<file path="src/rtl/nubus_vram_pkg.sv">
// nubus_vram_pkg: shared types and sizes for the NuBus VRAM arbiter
package nubus_vram_pkg;
  localparam int VADDR_W = 18;
  localparam int DATA_W = 16;
  localparam int MADDR_W = 25;
  localparam int VRAM_WORDS_C = 153600;
  typedef enum logic [1:0] {IDLE, ACCESS, DONE} arb_state_t;
  typedef enum logic {GNT_VID, GNT_CPU} grant_t;
endpackage

</file>
<file path="src/rtl/nubus_vram_arb_pick.sv">
// nubus_vram_arb_pick: picks video or CPU from pending requests, urgency and starvation count
module nubus_vram_arb_pick
  import nubus_vram_pkg::*;
#(
  parameter int STARVE_MAX = 4,
  parameter int CNT_W = $clog2(STARVE_MAX + 1)
) (
  input  logic             i_vid_req,
  input  logic             i_cpu_req,
  input  logic             i_vid_urgent,
  input  logic [CNT_W-1:0] i_starve_cnt,
  output grant_t           o_grant,
  output logic             o_valid
);
  logic w_vid_wins;
  assign w_vid_wins = i_vid_req && (!i_cpu_req || (i_vid_urgent && i_starve_cnt < CNT_W'(STARVE_MAX)));
  assign o_grant = w_vid_wins ? GNT_VID : GNT_CPU;
  assign o_valid = i_vid_req || i_cpu_req;
endmodule

</file>
<file path="src/rtl/nubus_vram_arbiter.sv">
// nubus_vram_arbiter: shares the SDRAM VRAM port between video scan-out and NuBus CPU
// Optional access timeout with sticky error flag when VRAM_ARB_TIMEOUT_EN is defined.
module nubus_vram_arbiter
  import nubus_vram_pkg::*;
#(
  parameter logic [MADDR_W-1:0] VRAM_BASE = 25'h0,
  parameter int VRAM_WORDS = VRAM_WORDS_C,
  parameter int STARVE_MAX = 4
`ifdef VRAM_ARB_TIMEOUT_EN
  , parameter int TIMEOUT_CYC = 255
`endif
) (
  input  logic               i_clk,
  input  logic               i_reset_n,
  input  logic               i_vid_req,
  input  logic               i_vid_urgent,
  input  logic [VADDR_W-1:0] i_vid_addr,
  output logic               o_vid_ack,
  output logic [DATA_W-1:0]  o_vid_rdata,
  input  logic               i_cpu_req,
  input  logic               i_cpu_we,
  input  logic [1:0]         i_cpu_be,
  input  logic [VADDR_W-1:0] i_cpu_addr,
  input  logic [DATA_W-1:0]  i_cpu_wdata,
  output logic               o_cpu_ack,
  output logic [DATA_W-1:0]  o_cpu_rdata,
  output logic [MADDR_W-1:0] o_mem_addr,
  output logic [DATA_W-1:0]  o_mem_dout,
  output logic [1:0]         o_mem_be,
  output logic               o_mem_rd,
  output logic               o_mem_wr,
  input  logic [DATA_W-1:0]  i_mem_din,
  input  logic               i_mem_ready,
  output logic               o_busy,
  output logic               o_timeout_err
);
  localparam int CNT_W = $clog2(STARVE_MAX + 1);
  arb_state_t r_state;
  grant_t r_gnt, w_grant;
  logic r_we, w_valid, w_idle_gnt, w_we, w_in_range, w_tmo, w_cpu_gnt;
  logic [CNT_W-1:0] r_starve;
  logic [VADDR_W-1:0] w_addr;
  logic [DATA_W-1:0] w_rdata;
  logic r_vid_ack, r_cpu_ack, r_mem_rd, r_mem_wr;
  logic [DATA_W-1:0] r_vid_rdata, r_cpu_rdata, r_mem_dout;
  logic [MADDR_W-1:0] r_mem_addr;
  logic [1:0] r_mem_be;
  nubus_vram_arb_pick #(.STARVE_MAX(STARVE_MAX), .CNT_W(CNT_W)) u_pick (
    .i_vid_req   (i_vid_req),
    .i_cpu_req   (i_cpu_req),
    .i_vid_urgent(i_vid_urgent),
    .i_starve_cnt(r_starve),
    .o_grant     (w_grant),
    .o_valid     (w_valid)
  );
  assign w_idle_gnt = r_state == IDLE && w_valid;
  assign w_cpu_gnt = w_grant == GNT_CPU;
  assign w_addr = w_cpu_gnt ? i_cpu_addr : i_vid_addr;
  assign w_we = w_cpu_gnt && i_cpu_we;
  assign w_in_range = 32'(w_addr) < 32'(VRAM_WORDS);
  // a timed-out read returns zero instead of whatever is on the bus
  assign w_rdata = i_mem_ready ? i_mem_din : '0;
`ifdef VRAM_ARB_TIMEOUT_EN
  logic [15:0] r_tmo_cnt;
  logic r_timeout_err;
  assign w_tmo = r_state == ACCESS && r_tmo_cnt == 16'(TIMEOUT_CYC - 1);
  always_ff @(posedge i_clk or negedge i_reset_n)
    if (!i_reset_n) begin
      r_tmo_cnt <= '0;
      r_timeout_err <= 1'b0;
    end else begin
      r_tmo_cnt <= (r_state == ACCESS) ? r_tmo_cnt + 16'd1 : '0;
      r_timeout_err <= r_timeout_err || (w_tmo && !i_mem_ready);
    end
  assign o_timeout_err = r_timeout_err;
`else
  assign w_tmo = 1'b0;
  assign o_timeout_err = 1'b0;
`endif
  always_ff @(posedge i_clk or negedge i_reset_n)
    if (!i_reset_n) begin
      r_state <= IDLE;
      r_gnt <= GNT_VID;
      r_we <= 1'b0;
      r_starve <= '0;
      r_vid_ack <= 1'b0;
      r_cpu_ack <= 1'b0;
      r_vid_rdata <= '0;
      r_cpu_rdata <= '0;
      r_mem_addr <= '0;
      r_mem_dout <= '0;
      r_mem_be <= '0;
      r_mem_rd <= 1'b0;
      r_mem_wr <= 1'b0;
    end else begin
      r_vid_ack <= 1'b0;
      r_cpu_ack <= 1'b0;
      // starvation only accumulates while the CPU is actually waiting
      r_starve <= (!i_cpu_req || (w_idle_gnt && w_cpu_gnt)) ? '0 :
                  (w_idle_gnt && r_starve != CNT_W'(STARVE_MAX)) ? r_starve + 1'b1 : r_starve;
      case (r_state)
        IDLE:
          if (w_valid) begin
            r_gnt <= w_grant;
            r_we <= w_we;
            if (w_in_range) begin
              r_mem_addr <= VRAM_BASE + MADDR_W'(w_addr);
              r_mem_dout <= w_cpu_gnt ? i_cpu_wdata : '0;
              r_mem_be <= w_we ? i_cpu_be : 2'b11;
              r_mem_rd <= !w_we;
              r_mem_wr <= w_we;
              r_state <= ACCESS;
            end else begin
              r_state <= DONE;
              r_cpu_ack <= w_cpu_gnt;
              r_vid_ack <= !w_cpu_gnt;
              if (w_cpu_gnt && !w_we) r_cpu_rdata <= '0;
              if (!w_cpu_gnt) r_vid_rdata <= '0;
            end
          end
        ACCESS:
          if (i_mem_ready || w_tmo) begin
            r_mem_rd <= 1'b0;
            r_mem_wr <= 1'b0;
            r_state <= DONE;
            r_cpu_ack <= r_gnt == GNT_CPU;
            r_vid_ack <= r_gnt == GNT_VID;
            if (r_gnt == GNT_CPU && !r_we) r_cpu_rdata <= w_rdata;
            if (r_gnt == GNT_VID) r_vid_rdata <= w_rdata;
          end
        default: r_state <= IDLE;
      endcase
    end
  assign o_vid_ack = r_vid_ack;
  assign o_cpu_ack = r_cpu_ack;
  assign o_vid_rdata = r_vid_rdata;
  assign o_cpu_rdata = r_cpu_rdata;
  assign o_mem_addr = r_mem_addr;
  assign o_mem_dout = r_mem_dout;
  assign o_mem_be = r_mem_be;
  assign o_mem_rd = r_mem_rd;
  assign o_mem_wr = r_mem_wr;
  assign o_busy = r_state != IDLE;
endmodule
</file>
<file path="config.mk">
export PLATFORM = sky130hd
export DESIGN_NAME = nubus_vram_arbiter
export DESIGN_NICKNAME = d
export VERILOG_FILES = /design/src/rtl/nubus_vram_pkg.sv /design/src/rtl/nubus_vram_arb_pick.sv /design/src/rtl/nubus_vram_arbiter.sv
export SDC_FILE = /design/constraint.sdc
export NUM_CORES = 1
export LEC_CHECK = 0
export BUFFER_PORTS_ARGS = -buffer_cell sky130_fd_sc_hd__buf_2
export CAP_MARGIN = 20
export CORE_ASPECT_RATIO = 0.9
export CORE_MARGIN = 2
export CORE_UTILIZATION = 47
export CTS_CLUSTER_DIAMETER = 30
export DETAILED_ROUTE_END_ITERATION = 7
export PLACE_DENSITY = 0.79
export REMOVE_ABC_BUFFERS = 1
export SYNTH_ARGS = -nofsm -noshare
export SYNTH_HDL_FRONTEND = slang
export SYNTH_SLANG_ARGS = --single-unit
</file>
<file path="constraint.sdc">
create_clock -name i_clk -period 1.9 [get_ports i_clk]
set_input_delay 0.475 -clock i_clk [delete_from_list [all_inputs] [get_ports i_clk]]
set_output_delay 0.475 -clock i_clk [all_outputs]
set_load 0.05 [all_outputs]
</file>
==> impl_metrics.tcl <==
set metrics [dict create \
    vias 3553 \
    status "finished, final reports clean" \
    ant_nets 0 \
    crit_slowest_cell "dfrtp_1" \
    initial_core_util_pct 48.8 \
    synth_area_mm2 0.00370 \
    clk_pin_slew_ns 0.08 \
    drive_above_1_share_pct 36.5 \
    critical_path.startpoint "r_starve[2]" \
    die_x_um 97.5 \
    hold_ws_ns 0.0606 \
    ctsLongestPathBuffers 2 \
    crit_chain "nand2b_1 > buf_4 > o211ai_2 > o22ai_4 > buf_12 > a32o_1" \
    synthCells 398 \
    hpwl_um 7180 \
    seq_area_frac_synth_pct 53.5 \
    antenna_cells_inserted 0 \
    insertion_delay_ns 0.35 \
    antenna_found_initial 0 \
    endpoint_kind "flip-flop" \
    reg2reg_from "r_starve[2]" \
    synthDistinctLibCells 40 \
    cts_sinks 79 \
    place_congestion 0.787 \
    synth_area_per_cell_um2 9.29 \
    fmax_mhz 541 \
    placed_cells 644 \
    cp.arrival_ns 2.09 \
    holdCritPathClass "in2async" \
    global_route.overflow_total 0 \
    final-hold-violation-count 0 \
    synthAdderAreaFrac_pct 0.677 \
    post-route-util_pct 65.7 \
    maxCapViolations 0 \
    port_buffers 149 \
    p_per_area_mw_per_mm2 1760 \
    fillCellCount 638 \
    wl_um 9650 \
    route.detailed.vias_per_inst 5.38 \
    grt_pass1_vias 3272 \
    drtIter0Drc 114 \
    area_growth_pct 34.6 \
    nNetsFinal 638 \
    die_area_mm2 0.00860 \
    peakVddDrop_mv 1.10 \
    critPathKind "reg2reg" \
    setup_viol 0 \
    cts_root_buf "clkbuf_8" \
    yosys_warnings 0 \
    final_max_slew_viol_count 0 \
    grt_pass1_wl_um 15800 \
    worstSetupStartpointType "flip-flop" \
    cts_tree "yes" \
    wl_per_cell_um 14.6 \
    cts-resized-gates 2 \
    path_max_fanout 16 \
    synth-xor-area-share_pct 0.237 \
    grtUsageTotal_pct 23.1 \
    cp.required_ns 2.14 \
    fin_crit_sh_pct 97.3 \
    leakage_nw 2.46 \
    rows 30 \
    cts_max_level 3 \
    synth_compound_area_share_pct 20.3 \
    synth_top_family_by_area "compound AO/OA/AOI/OAI gates" \
    cts-buffers-inserted 9 \
    die_h_um 88.2 \
    io_pins 158 \
    skew_ns 0.00709 \
    finalCriticalPeriod_ns 1.85 \
    yosys.area_share.simple_pct 16.9 \
    final_cells 660 \
    drt-pass1-iter-count 5 \
    grt_max_degree 51 \
    rsz0062_at_grt "true" \
    synthMuxAreaShare_pct 1.12 \
    holdBufCountCts 0 \
    synth-seq-cells 79 \
    drc 0 \
    core_area_mm2 0.00758 \
    postCtsSetupBuffers 0 \
    reg2reg_depth 6 \
    max_stage_delay_ns 0.43 \
]
per-stage QoR:
stage                     total power (W)  setup TNS [ns]  cell area, um2  setup slack (ns)
after floorplan                   0.00598          -54.78            3540            -0.908
after global placement            0.00726           -2.25            4720            -0.143
after detailed placement          0.00737           -3.82            4720            -0.223
after CTS                         0.00881               0            4960            0.0216
after global routing              0.00924          -0.199            4980           -0.0252
final                             0.00876               0            4980            0.0507
final cells by class:
| type | instances | area (um2) | share of cell area (%) |
|---|---|---|---|
| multi-input cells | 269 | 1520 | 30.5 |
| flip-flops and latches | 79 | 1980 | 39.7 |
| repair buffers | 177 | 1050 | 21.1 |
| clock inverters | 7 | 105 | 2.11 |
| clock buffers | 9 | 124 | 2.49 |
| well taps | 96 | 120 | 2.41 |
| inverters | 23 | 86.3 | 1.73 |
synthesized netlist by cell type:
master      n  area (um2)
dfrtp_1    79        1980
nand2_1    54         203
nor2_1     40         150
nand3_1    35         175
o21ai_0    34         170
a31oi_1    33         206
inv_1      23        86.3
a32o_1     16         160
clkbuf_1   15        56.3
a21oi_1     9        45.0
buf_2       9        45.0
buf_4       9        67.6
o21ai_1     4        20.0
mux2i_1     3        30.0
nor2_2      3        18.8
nor3_1      3        15.0
a211oi_1    2        15.0
a21o_1      2        15.0
a2bb2oi_1   2        17.5
ha_1        2        25.0
nand3_2     2        20.0
a21boi_0    1        7.51
a21oi_2     1        8.76
a22o_1      1        8.76
and2b_1     1        7.51
buf_6       1        11.3
conb_1      1        3.75
mux2_2      1        11.3
nand2b_1    1        6.26
nand3b_1    1        7.51
nand4_1     1        6.26
nor2b_1     1        6.26
nor4bb_1    1        10.0
o211ai_1    1        7.51
o211ai_2    1        12.5
o21a_1      1        7.51
o21ai_4     1        16.3
o22ai_2     1        12.5
o22ai_4     1        20.0
xnor2_1     1        8.76
power breakdown:
part	leakage, nW	internal [W]	switching (W)
clock	0.117	0.000760	0.000658
combinational	1.35	0.00122	0.00343
sequential	0.995	0.00231	0.000382
total	2.46	0.00429	0.00447
final timing paths:
path | slack (ns) | to
setup / recovery | 0.05 | o_cpu_rdata[6]
hold / removal | 0.06 | o_cpu_rdata[9]
setup reg to reg | 0.05 | o_cpu_rdata[6]
hold reg to reg | 0.49 | o_cpu_rdata[8]
max in group asynchronous | 1.30 | o_mem_addr[12]
min in group i_clk | 0.33 | o_mem_dout[9]
routing by layer:
metal / up-vias / wire length, um / global-route usage (%)
li1: 1703 / - / -
met5: - / 0 / 0
met4: 0 / 165 / 9.34
met3: 14 / 676 / 5.03
met2: 140 / 4600 / 37.9
met1: 1696 / 4200 / 30.3
layout by cell type, fill, tap and decap left out, types with 2 or more instances in the layout:
cell       instances
buf_2            148
dfrtp_1           79
nand2_1           54
nor2_1            40
nand3_1           35
o21ai_0           34
a31oi_1           33
inv_1             23
buf_4             21
a32o_1            16
a21oi_1            9
clkbuf_8           9
conb_1             8
buf_12             7
nor3_1             3
o21ai_1            3
nor2_2             2
a2bb2oi_1          2
a211oi_1           2
mux2i_1            2
o22ai_4            2
a21o_1             2
ha_1               2
inv_8              2
clkinv_4           2
bufinv_16          2
logic make-up (layout without fill, tap and decap cells):
kind of cell    Yosys count  in the layout
compound gates          111            111
xor+xnor                  1              1
fa+ha+maj                 2              2
buf+inv                  57            216
flops                    79             79
mux                       4              4
other cells               1              8
simple gates            143            143
critical path: cells and delay by family, from the launching register on:
| kind | cells | cell delay, ns |
|---|---|---|
| AND/OR/NAND/NOR | 1 | 0.22 |
| buffers and inverters | 2 | 0.34 |
| AO/OA/AOI/OAI | 3 | 0.74 |
| flip-flops | 1 | 0.43 |
flip-flops by register name (all words and copies together) (netlist names), 2 cells and up:
name,flops
r_starve,3
o_cpu_rdata,16
o_mem_addr,18
o_mem_be,2
r_state,2
o_mem_dout,16
o_vid_rdata,16
(Power assumes the default switching activity.)
